**config.mk**
```make
export PLATFORM = sky130hd
export DESIGN_NAME = branch_ctrl_flat
export DESIGN_NICKNAME = d
export VERILOG_FILES = /design/src/rtl/branch_ctrl_if.sv /design/src/rtl/branch_ctrl.sv /design/src/flat_wrapper.sv
export SDC_FILE = /design/constraint.sdc
export NUM_CORES = 1
export LEC_CHECK = 0
export ABC_AREA = 1
export BUFFER_PORTS_ARGS = -buffer_cell sky130_fd_sc_hd__buf_4
export CAP_MARGIN = 40
export CELL_PAD_IN_SITES_DETAIL_PLACEMENT = 0
export CELL_PAD_IN_SITES_GLOBAL_PLACEMENT = 2
export CORE_ASPECT_RATIO = 0.7
export CORE_UTILIZATION = 15
export CTS_BUF_LIST = sky130_fd_sc_hd__clkbuf_8
export CTS_CLUSTER_SIZE = 14
export DETAILED_ROUTE_END_ITERATION = 12
export GPL_ROUTABILITY_DRIVEN = 0
export PLACE_DENSITY_LB_ADDON = 0.1
export SYNTH_ARGS = -nofsm -noshare
export SYNTH_HDL_FRONTEND = slang
export SYNTH_SLANG_ARGS = --single-unit
export TNS_END_PERCENT = 30
```
**constraint.sdc**
```tcl
create_clock -name clk -period 1.8 [get_ports clk]
set_clock_uncertainty 0.2 [all_clocks]
set_input_delay 0.27 -clock clk [delete_from_list [all_inputs] [get_ports clk]]
set_output_delay 0.27 -clock clk [all_outputs]
set_load 0.1 [all_outputs]
```
**src/rtl/branch_ctrl_if.sv**
```systemverilog
// ============================================================================
// Module   : branch_ctrl_if
// Brief    : Instruction / control bundle between the fetch-decode stage and
//            the branch resolution unit.
// Revision : 1.0 - initial release
// ============================================================================
`default_nettype none

interface branch_ctrl_if #(
    parameter int CNT_WIDTH = 16
);
    logic [31:0]          i_instr;
    logic                 i_instr_valid;
    logic [3:0]           i_alu_flags;
    logic                 i_flag_we;
    logic                 i_rt_zero;
    logic [63:0]          i_pc_4in;

    logic                 o_uncond_br;
    logic                 o_br_taken;
    logic                 o_pc_rd;
    logic [18:0]          o_cond_addr19;
    logic [25:0]          o_uncond_addr26;
    logic                 o_link_we;
    logic [63:0]          o_link_data;
    logic [3:0]           o_flags;
    logic                 o_flush;
    logic [CNT_WIDTH-1:0] o_br_count;

    modport slave (
        input  i_instr, i_instr_valid, i_alu_flags, i_flag_we, i_rt_zero, i_pc_4in,
        output o_uncond_br, o_br_taken, o_pc_rd, o_cond_addr19, o_uncond_addr26,
               o_link_we, o_link_data, o_flags, o_flush, o_br_count
    );

    modport master (
        output i_instr, i_instr_valid, i_alu_flags, i_flag_we, i_rt_zero, i_pc_4in,
        input  o_uncond_br, o_br_taken, o_pc_rd, o_cond_addr19, o_uncond_addr26,
               o_link_we, o_link_data, o_flags, o_flush, o_br_count
    );
endinterface

`default_nettype wire

```
**src/rtl/branch_ctrl.sv**
```systemverilog
// ============================================================================
// Module   : branch_ctrl
// Brief    : LEGv8 branch decode, NZCV flags register, condition evaluation,
//            redirect counter and wrong-path squash FSM.
// Revision : 1.0 - initial release
// ============================================================================
`default_nettype none

module branch_ctrl #(
    parameter int FLUSH_CYCLES = 1,
    parameter int CNT_WIDTH    = 16
) (
    input  wire logic      clk,
    input  wire logic      reset,
    branch_ctrl_if.slave   bus
);

    localparam int FC_W      = (FLUSH_CYCLES > 1) ? $clog2(FLUSH_CYCLES) : 1;
    localparam int c_SQ_LOAD = (FLUSH_CYCLES > 0) ? (FLUSH_CYCLES - 1) : 0;

    typedef enum logic [0:0] {
        ST_RUN   = 1'b0,
        ST_FLUSH = 1'b1
    } state_t;

    state_t               r_state;
    state_t               w_state_nxt;
    logic [FC_W-1:0]      r_sq_cnt;
    logic [FC_W-1:0]      w_sq_cnt_nxt;
    logic [3:0]           r_flags;
    logic [CNT_WIDTH-1:0] r_br_count;

    logic w_act;
    logic w_is_b;
    logic w_is_bl;
    logic w_is_bcond;
    logic w_is_cbz;
    logic w_is_cbnz;
    logic w_is_br;
    logic w_cond;
    logic w_taken;
    logic w_pc_rd;
    logic w_redirect;
    logic w_n;
    logic w_z;
    logic w_c;
    logic w_v;

    // Reset is folded in so every control output is low while it is asserted.
    assign w_act = bus.i_instr_valid & (r_state == ST_RUN) & reset;

    assign w_is_b     = (bus.i_instr[31:26] == 6'b000101);
    assign w_is_bl    = (bus.i_instr[31:26] == 6'b100101);
    assign w_is_bcond = (bus.i_instr[31:24] == 8'b01010100);
    assign w_is_cbz   = (bus.i_instr[31:24] == 8'b10110100);
    assign w_is_cbnz  = (bus.i_instr[31:24] == 8'b10110101);
    assign w_is_br    = (bus.i_instr[31:21] == 11'b11010110000);

    assign {w_n, w_z, w_c, w_v} = r_flags;

    always_comb begin
        w_cond = 1'b1;
        case (bus.i_instr[3:0])
            4'h0:    w_cond = w_z;
            4'h1:    w_cond = ~w_z;
            4'h2:    w_cond = w_c;
            4'h3:    w_cond = ~w_c;
            4'h4:    w_cond = w_n;
            4'h5:    w_cond = ~w_n;
            4'h6:    w_cond = w_v;
            4'h7:    w_cond = ~w_v;
            4'h8:    w_cond = w_c & ~w_z;
            4'h9:    w_cond = ~w_c | w_z;
            4'hA:    w_cond = (w_n == w_v);
            4'hB:    w_cond = (w_n != w_v);
            4'hC:    w_cond = ~w_z & (w_n == w_v);
            4'hD:    w_cond = w_z | (w_n != w_v);
            default: w_cond = 1'b1;
        endcase
    end

    assign w_taken = w_act & (w_is_b | w_is_bl | (w_is_bcond & w_cond) |
                              (w_is_cbz & bus.i_rt_zero) | (w_is_cbnz & ~bus.i_rt_zero));
    assign w_pc_rd    = w_act & w_is_br;
    assign w_redirect = w_taken | w_pc_rd;

    assign bus.o_uncond_br     = w_act & (w_is_b | w_is_bl);
    assign bus.o_br_taken      = w_taken;
    assign bus.o_pc_rd         = w_pc_rd;
    assign bus.o_link_we       = w_act & w_is_bl;
    assign bus.o_cond_addr19   = bus.i_instr[23:5];
    assign bus.o_uncond_addr26 = bus.i_instr[25:0];
    assign bus.o_link_data     = bus.i_pc_4in;
    assign bus.o_flags         = r_flags;
    assign bus.o_flush         = (r_state == ST_FLUSH);
    assign bus.o_br_count      = r_br_count;

    always_ff @(posedge clk or negedge reset) begin
        if (!reset) begin
            r_flags <= 4'b0000;
        end else if (w_act & bus.i_flag_we) begin
            r_flags <= bus.i_alu_flags;
        end
    end

    always_ff @(posedge clk or negedge reset) begin
        if (!reset) begin
            r_br_count <= '0;
        end else if (w_redirect && (r_br_count != {CNT_WIDTH{1'b1}})) begin
            r_br_count <= r_br_count + CNT_WIDTH'(1);
        end
    end

    always_ff @(posedge clk or negedge reset) begin
        if (!reset) begin
            r_state  <= ST_RUN;
            r_sq_cnt <= '0;
        end else begin
            r_state  <= w_state_nxt;
            r_sq_cnt <= w_sq_cnt_nxt;
        end
    end

    // The squash counter holds the number of flush cycles still owed after
    // the current one, so it loads FLUSH_CYCLES-1 on entry.
    always_comb begin
        w_state_nxt  = r_state;
        w_sq_cnt_nxt = r_sq_cnt;
        case (r_state)
            ST_RUN: begin
                if (w_redirect && (FLUSH_CYCLES > 0)) begin
                    w_state_nxt  = ST_FLUSH;
                    w_sq_cnt_nxt = FC_W'(c_SQ_LOAD);
                end
            end
            ST_FLUSH: begin
                if (r_sq_cnt == '0) begin
                    w_state_nxt = ST_RUN;
                end else begin
                    w_sq_cnt_nxt = r_sq_cnt - FC_W'(1);
                end
            end
            default: begin
                w_state_nxt  = ST_RUN;
                w_sq_cnt_nxt = '0;
            end
        endcase
    end

endmodule

`default_nettype wire

```
**src/flat_wrapper.sv**
```systemverilog
// flat-port wrapper written by rule: the top's interface ports become plain ports
module branch_ctrl_flat 
#(
    parameter int FLUSH_CYCLES = 1,
    parameter int CNT_WIDTH    = 16
)
  (clk, reset, bus_i_instr, bus_i_instr_valid, bus_i_alu_flags, bus_i_flag_we, bus_i_rt_zero, bus_i_pc_4in, bus_o_uncond_br, bus_o_br_taken, bus_o_pc_rd, bus_o_cond_addr19, bus_o_uncond_addr26, bus_o_link_we, bus_o_link_data, bus_o_flags, bus_o_flush, bus_o_br_count);
  branch_ctrl_if #(.CNT_WIDTH(CNT_WIDTH)) bus_i ();
  input  wire logic clk;
  input  wire logic reset;
  input wire logic [$bits(bus_i.i_instr)-1:0] bus_i_instr;
  input wire logic [$bits(bus_i.i_instr_valid)-1:0] bus_i_instr_valid;
  input wire logic [$bits(bus_i.i_alu_flags)-1:0] bus_i_alu_flags;
  input wire logic [$bits(bus_i.i_flag_we)-1:0] bus_i_flag_we;
  input wire logic [$bits(bus_i.i_rt_zero)-1:0] bus_i_rt_zero;
  input wire logic [$bits(bus_i.i_pc_4in)-1:0] bus_i_pc_4in;
  output wire logic [$bits(bus_i.o_uncond_br)-1:0] bus_o_uncond_br;
  output wire logic [$bits(bus_i.o_br_taken)-1:0] bus_o_br_taken;
  output wire logic [$bits(bus_i.o_pc_rd)-1:0] bus_o_pc_rd;
  output wire logic [$bits(bus_i.o_cond_addr19)-1:0] bus_o_cond_addr19;
  output wire logic [$bits(bus_i.o_uncond_addr26)-1:0] bus_o_uncond_addr26;
  output wire logic [$bits(bus_i.o_link_we)-1:0] bus_o_link_we;
  output wire logic [$bits(bus_i.o_link_data)-1:0] bus_o_link_data;
  output wire logic [$bits(bus_i.o_flags)-1:0] bus_o_flags;
  output wire logic [$bits(bus_i.o_flush)-1:0] bus_o_flush;
  output wire logic [$bits(bus_i.o_br_count)-1:0] bus_o_br_count;
  assign bus_i.i_instr = bus_i_instr;
  assign bus_i.i_instr_valid = bus_i_instr_valid;
  assign bus_i.i_alu_flags = bus_i_alu_flags;
  assign bus_i.i_flag_we = bus_i_flag_we;
  assign bus_i.i_rt_zero = bus_i_rt_zero;
  assign bus_i.i_pc_4in = bus_i_pc_4in;
  assign bus_o_uncond_br = bus_i.o_uncond_br;
  assign bus_o_br_taken = bus_i.o_br_taken;
  assign bus_o_pc_rd = bus_i.o_pc_rd;
  assign bus_o_cond_addr19 = bus_i.o_cond_addr19;
  assign bus_o_uncond_addr26 = bus_i.o_uncond_addr26;
  assign bus_o_link_we = bus_i.o_link_we;
  assign bus_o_link_data = bus_i.o_link_data;
  assign bus_o_flags = bus_i.o_flags;
  assign bus_o_flush = bus_i.o_flush;
  assign bus_o_br_count = bus_i.o_br_count;
  branch_ctrl #(.FLUSH_CYCLES(FLUSH_CYCLES), .CNT_WIDTH(CNT_WIDTH)) u_core (.clk(clk), .reset(reset), .bus(bus_i));
endmodule
```
==> flow_summary.ini <==
[setup_path]
crit_arrival_ps = 1640
path_max_fanout = 4
crit_type = register to output pin
startpoint = u_core.bus.o_flags[3]
worst_path_dominant_cell_family = simple AND/OR/NAND/NOR gates
path_buf_inv = 3
critPathCaptureType = output pin
crit_slowest_cell = dfrtp_1
path_cells = inv_2 > nand2_2 > nand2_1 > nand2_1 > nand3_1 > nand2_1 > nor2_1 > nand2_1 > nand2_1 > nand2_1 > nand2_2 > inv_2 > buf_12
critPathLaunchType = register
crit_path_frequent_cell = nand2_1
cp.required_ps = 1330
timing.rr.start = u_core.bus.o_flags[3]
max_stage_delay_ps = 430

[synthesis]
netlist_instances = 326
yosysTopAreaCell = buf_4
ys_warn_count = 0
yosysMostFrequentCell = buf_4
ys_async_sr_fraction = 1.000
ys_seq_area_frac = 0.2285
syn-num-nets = 432
synth.area.top_cells = buf_4 36%, dfrtp_1 23%, nand2_1 12%
synth-edff-count = 0
avgSynthCellArea_um2 = 7.054
ys_ff_latch = 21
netlist-cell-type-count = 23
synth_flop_cell = dfrtp_1
synth_commonest_cells = 109 x buf_4, 76 x nand2_1, 26 x nand3_1
syn_area_mm2 = 0.002300
synth_top_area_frac = 0.3558

[grt]
use_met3 = 0.02987
track_usage = 0.08851
antenna_found_initial = 0
grt_util_met1 = 0.1271
top_usage_layer = met1
first_global_vias = 1883
grt_max_degree = 22
grt_pass1_wl_mm = 10.56
grt-ovfl-total = 0
use_met2 = 0.1217

[routing]
vias = 1832
avgViaCountPerCell = 3.418
dr.pass1.iters = 4
ant_nets = 0
drt_iter0_markers = 61
drc = 0
wl_mm = 6.764
routedWlPerCell_um = 12.62

[clock_tree]
cts_made_buffers = 3
cts-htree-levels = 1
clock_path_buffers = 2
cts_tree = built
clk_latency_ps = 280
path_clk_slew_ps = 90
cts_sinks = 21
root_buffer = clkbuf_8

[die]
initial_utilization = 0.1552
pin_count = 239
fp.dieH_um = 105.6
core_mm2 = 0.01481
die_w_um = 150.0
rows = 37
dieArea_mm2 = 0.01584

[cells_and_area]
areaGrowthSynthToFinish_pct = 24.97
drive_above_1_share = 0.4809
n_antenna_cell = 0
nNetsFinal = 448
final_core_util = 0.1940

[timing]
tns_ps = -4255
fin_crit_ps = 2109
final_max_slew_viol_count = 0
setup_ws_ps = -308.7
tightest_slew_ps = 394.9
setup_viol = 20
post-route-period-util = 1.172
hold_ws_ps = 39.48
rsz0062_at_grt = true
slew_headroom = 0.7347
final-hold-violation-count = 0
max_clock_freq_mhz = 474.2

[place]
dp_hpwl_mm = 5.434
io_buffers = 60

[outcome]
status = complete, but fails checks
violations = setup timing

[worst_hold_path]
min_from = bus_i_alu_flags[1]
holdCritPathClass = input pin to register

[pwr]
ir_worst_vdd_uv = 225.5
power_density_mw_per_mm2 = 523.7
leakage_nw = 1.450

[job]
max_cap_violations = 0
## report_power, final
part / internal (W) / switching (W) / leakage [nW] / total [W]
combinational: 0.000203 / 0.000438 / 1.15 / 0.000641
clock: 0.000155 / 0.000189 / 0.0255 / 0.000345
sequential: 0.000495 / 0.0000244 / 0.276 / 0.000520
total: 0.000854 / 0.000651 / 1.45 / 0.00151
## layout by cell type, fill, tap and decap left out, types with 4 or more instances in the layout
cell / instances
nand2_2: 9
nand2_1: 68
inv_2: 7
buf_4: 112
buf_6: 5
nor2_1: 16
buf_12: 5
xor2_1: 9
dfrtp_1: 19
nand3_2: 4
nor3_1: 7
nand3_1: 23
a21oi_1: 6
inv_1: 20
## layer usage
metal  share of wire  vias up  wire length (um)
met3           0.061       18               410
met1            0.53      820              3565
li1                -      936                 -
met4           0.023        0               158
met5               0        -                 0
met2            0.39       58              2630
## final cells by class
cell class,instances,area [um2]
Tap cell,195,244.0
Inverter,28,105.1
Clock buffer,3,41.29
Timing Repair Buffer,123,1007
Multi-Input combinational cell,165,940.9
Fill cell,1692,11940
Clock inverter,1,5.005
Sequential cell,21,530.5
## timing repair
item / 4_1_cts / 5_1_grt
pin swaps: 4 / 10
hold buffers: 1 / 0
setup buffers: 5 / 2
setup endpoints to repair: 20 / 21
gates resized for setup: 29 / 12
endpoints found under the hold margin: 21 / 0
gates cloned: 0 / 1
## logic make-up (layout without fill, tap and decap cells)
family,count (synthesis),count (layout),share of synthesized area
AND/OR/NAND/NOR,144,145,0.2867
buffers and inverters,141,155,0.4184
flip-flops,21,21,0.2285
XOR/XNOR,12,12,0.04571
AO/OA/AOI/OAI,7,7,0.01523
adder cells (fa/ha/maj),1,1,0.005440
## path summary, 6_finish.rpt
check,to,slack [ps],cells past startpoint
worst max register to register,u_core.bus.o_br_count[15],-270,17
worst max-delay path,bus_o_br_taken,-310,13
worst min-delay path,u_core.bus.o_flags[1],40,3
min in group asynchronous,u_core.bus.o_br_count[9],370,3
max in group asynchronous,u_core.bus.o_flush,750,3
worst min register to register,u_core.bus.o_br_count[5],360,2
## sequential cells by signal, summed over array words and instances, names as in the netlist
signal	count
u_core.bus.o_flags	4
u_core.bus.o_flush	1
u_core.bus.o_br_count	16
## worst register-to-register path: stages (launching register included)
cell	delay [ps]
dfrtp_1	430
inv_2	80
nand2_2	70
nand3_1	70
nand3_1	80
nand2_1	90
nor2_1	50
nand2_1	60
nand2_1	50
nand2_1	80
nand2_2	60
buf_4	130
buf_6	120
nand2_8	110
buf_12	130
nand2_2	40
nand2_1	60
nand2_1	50
## metrics by stage
stage	setup slack, ps	instances	cell area (um2)	power [W]
final	-308.7	536	2874	0.001505
after detailed placement	-331.8	523	2597	0.001137
after floorplan	-1064	326	2322	0.001940
after global routing	-486.7	536	2874	0.001604
after global placement	-323.1	523	2597	0.001143
after CTS	-347.8	533	2803	0.001536
(Power assumes the default switching activity.)
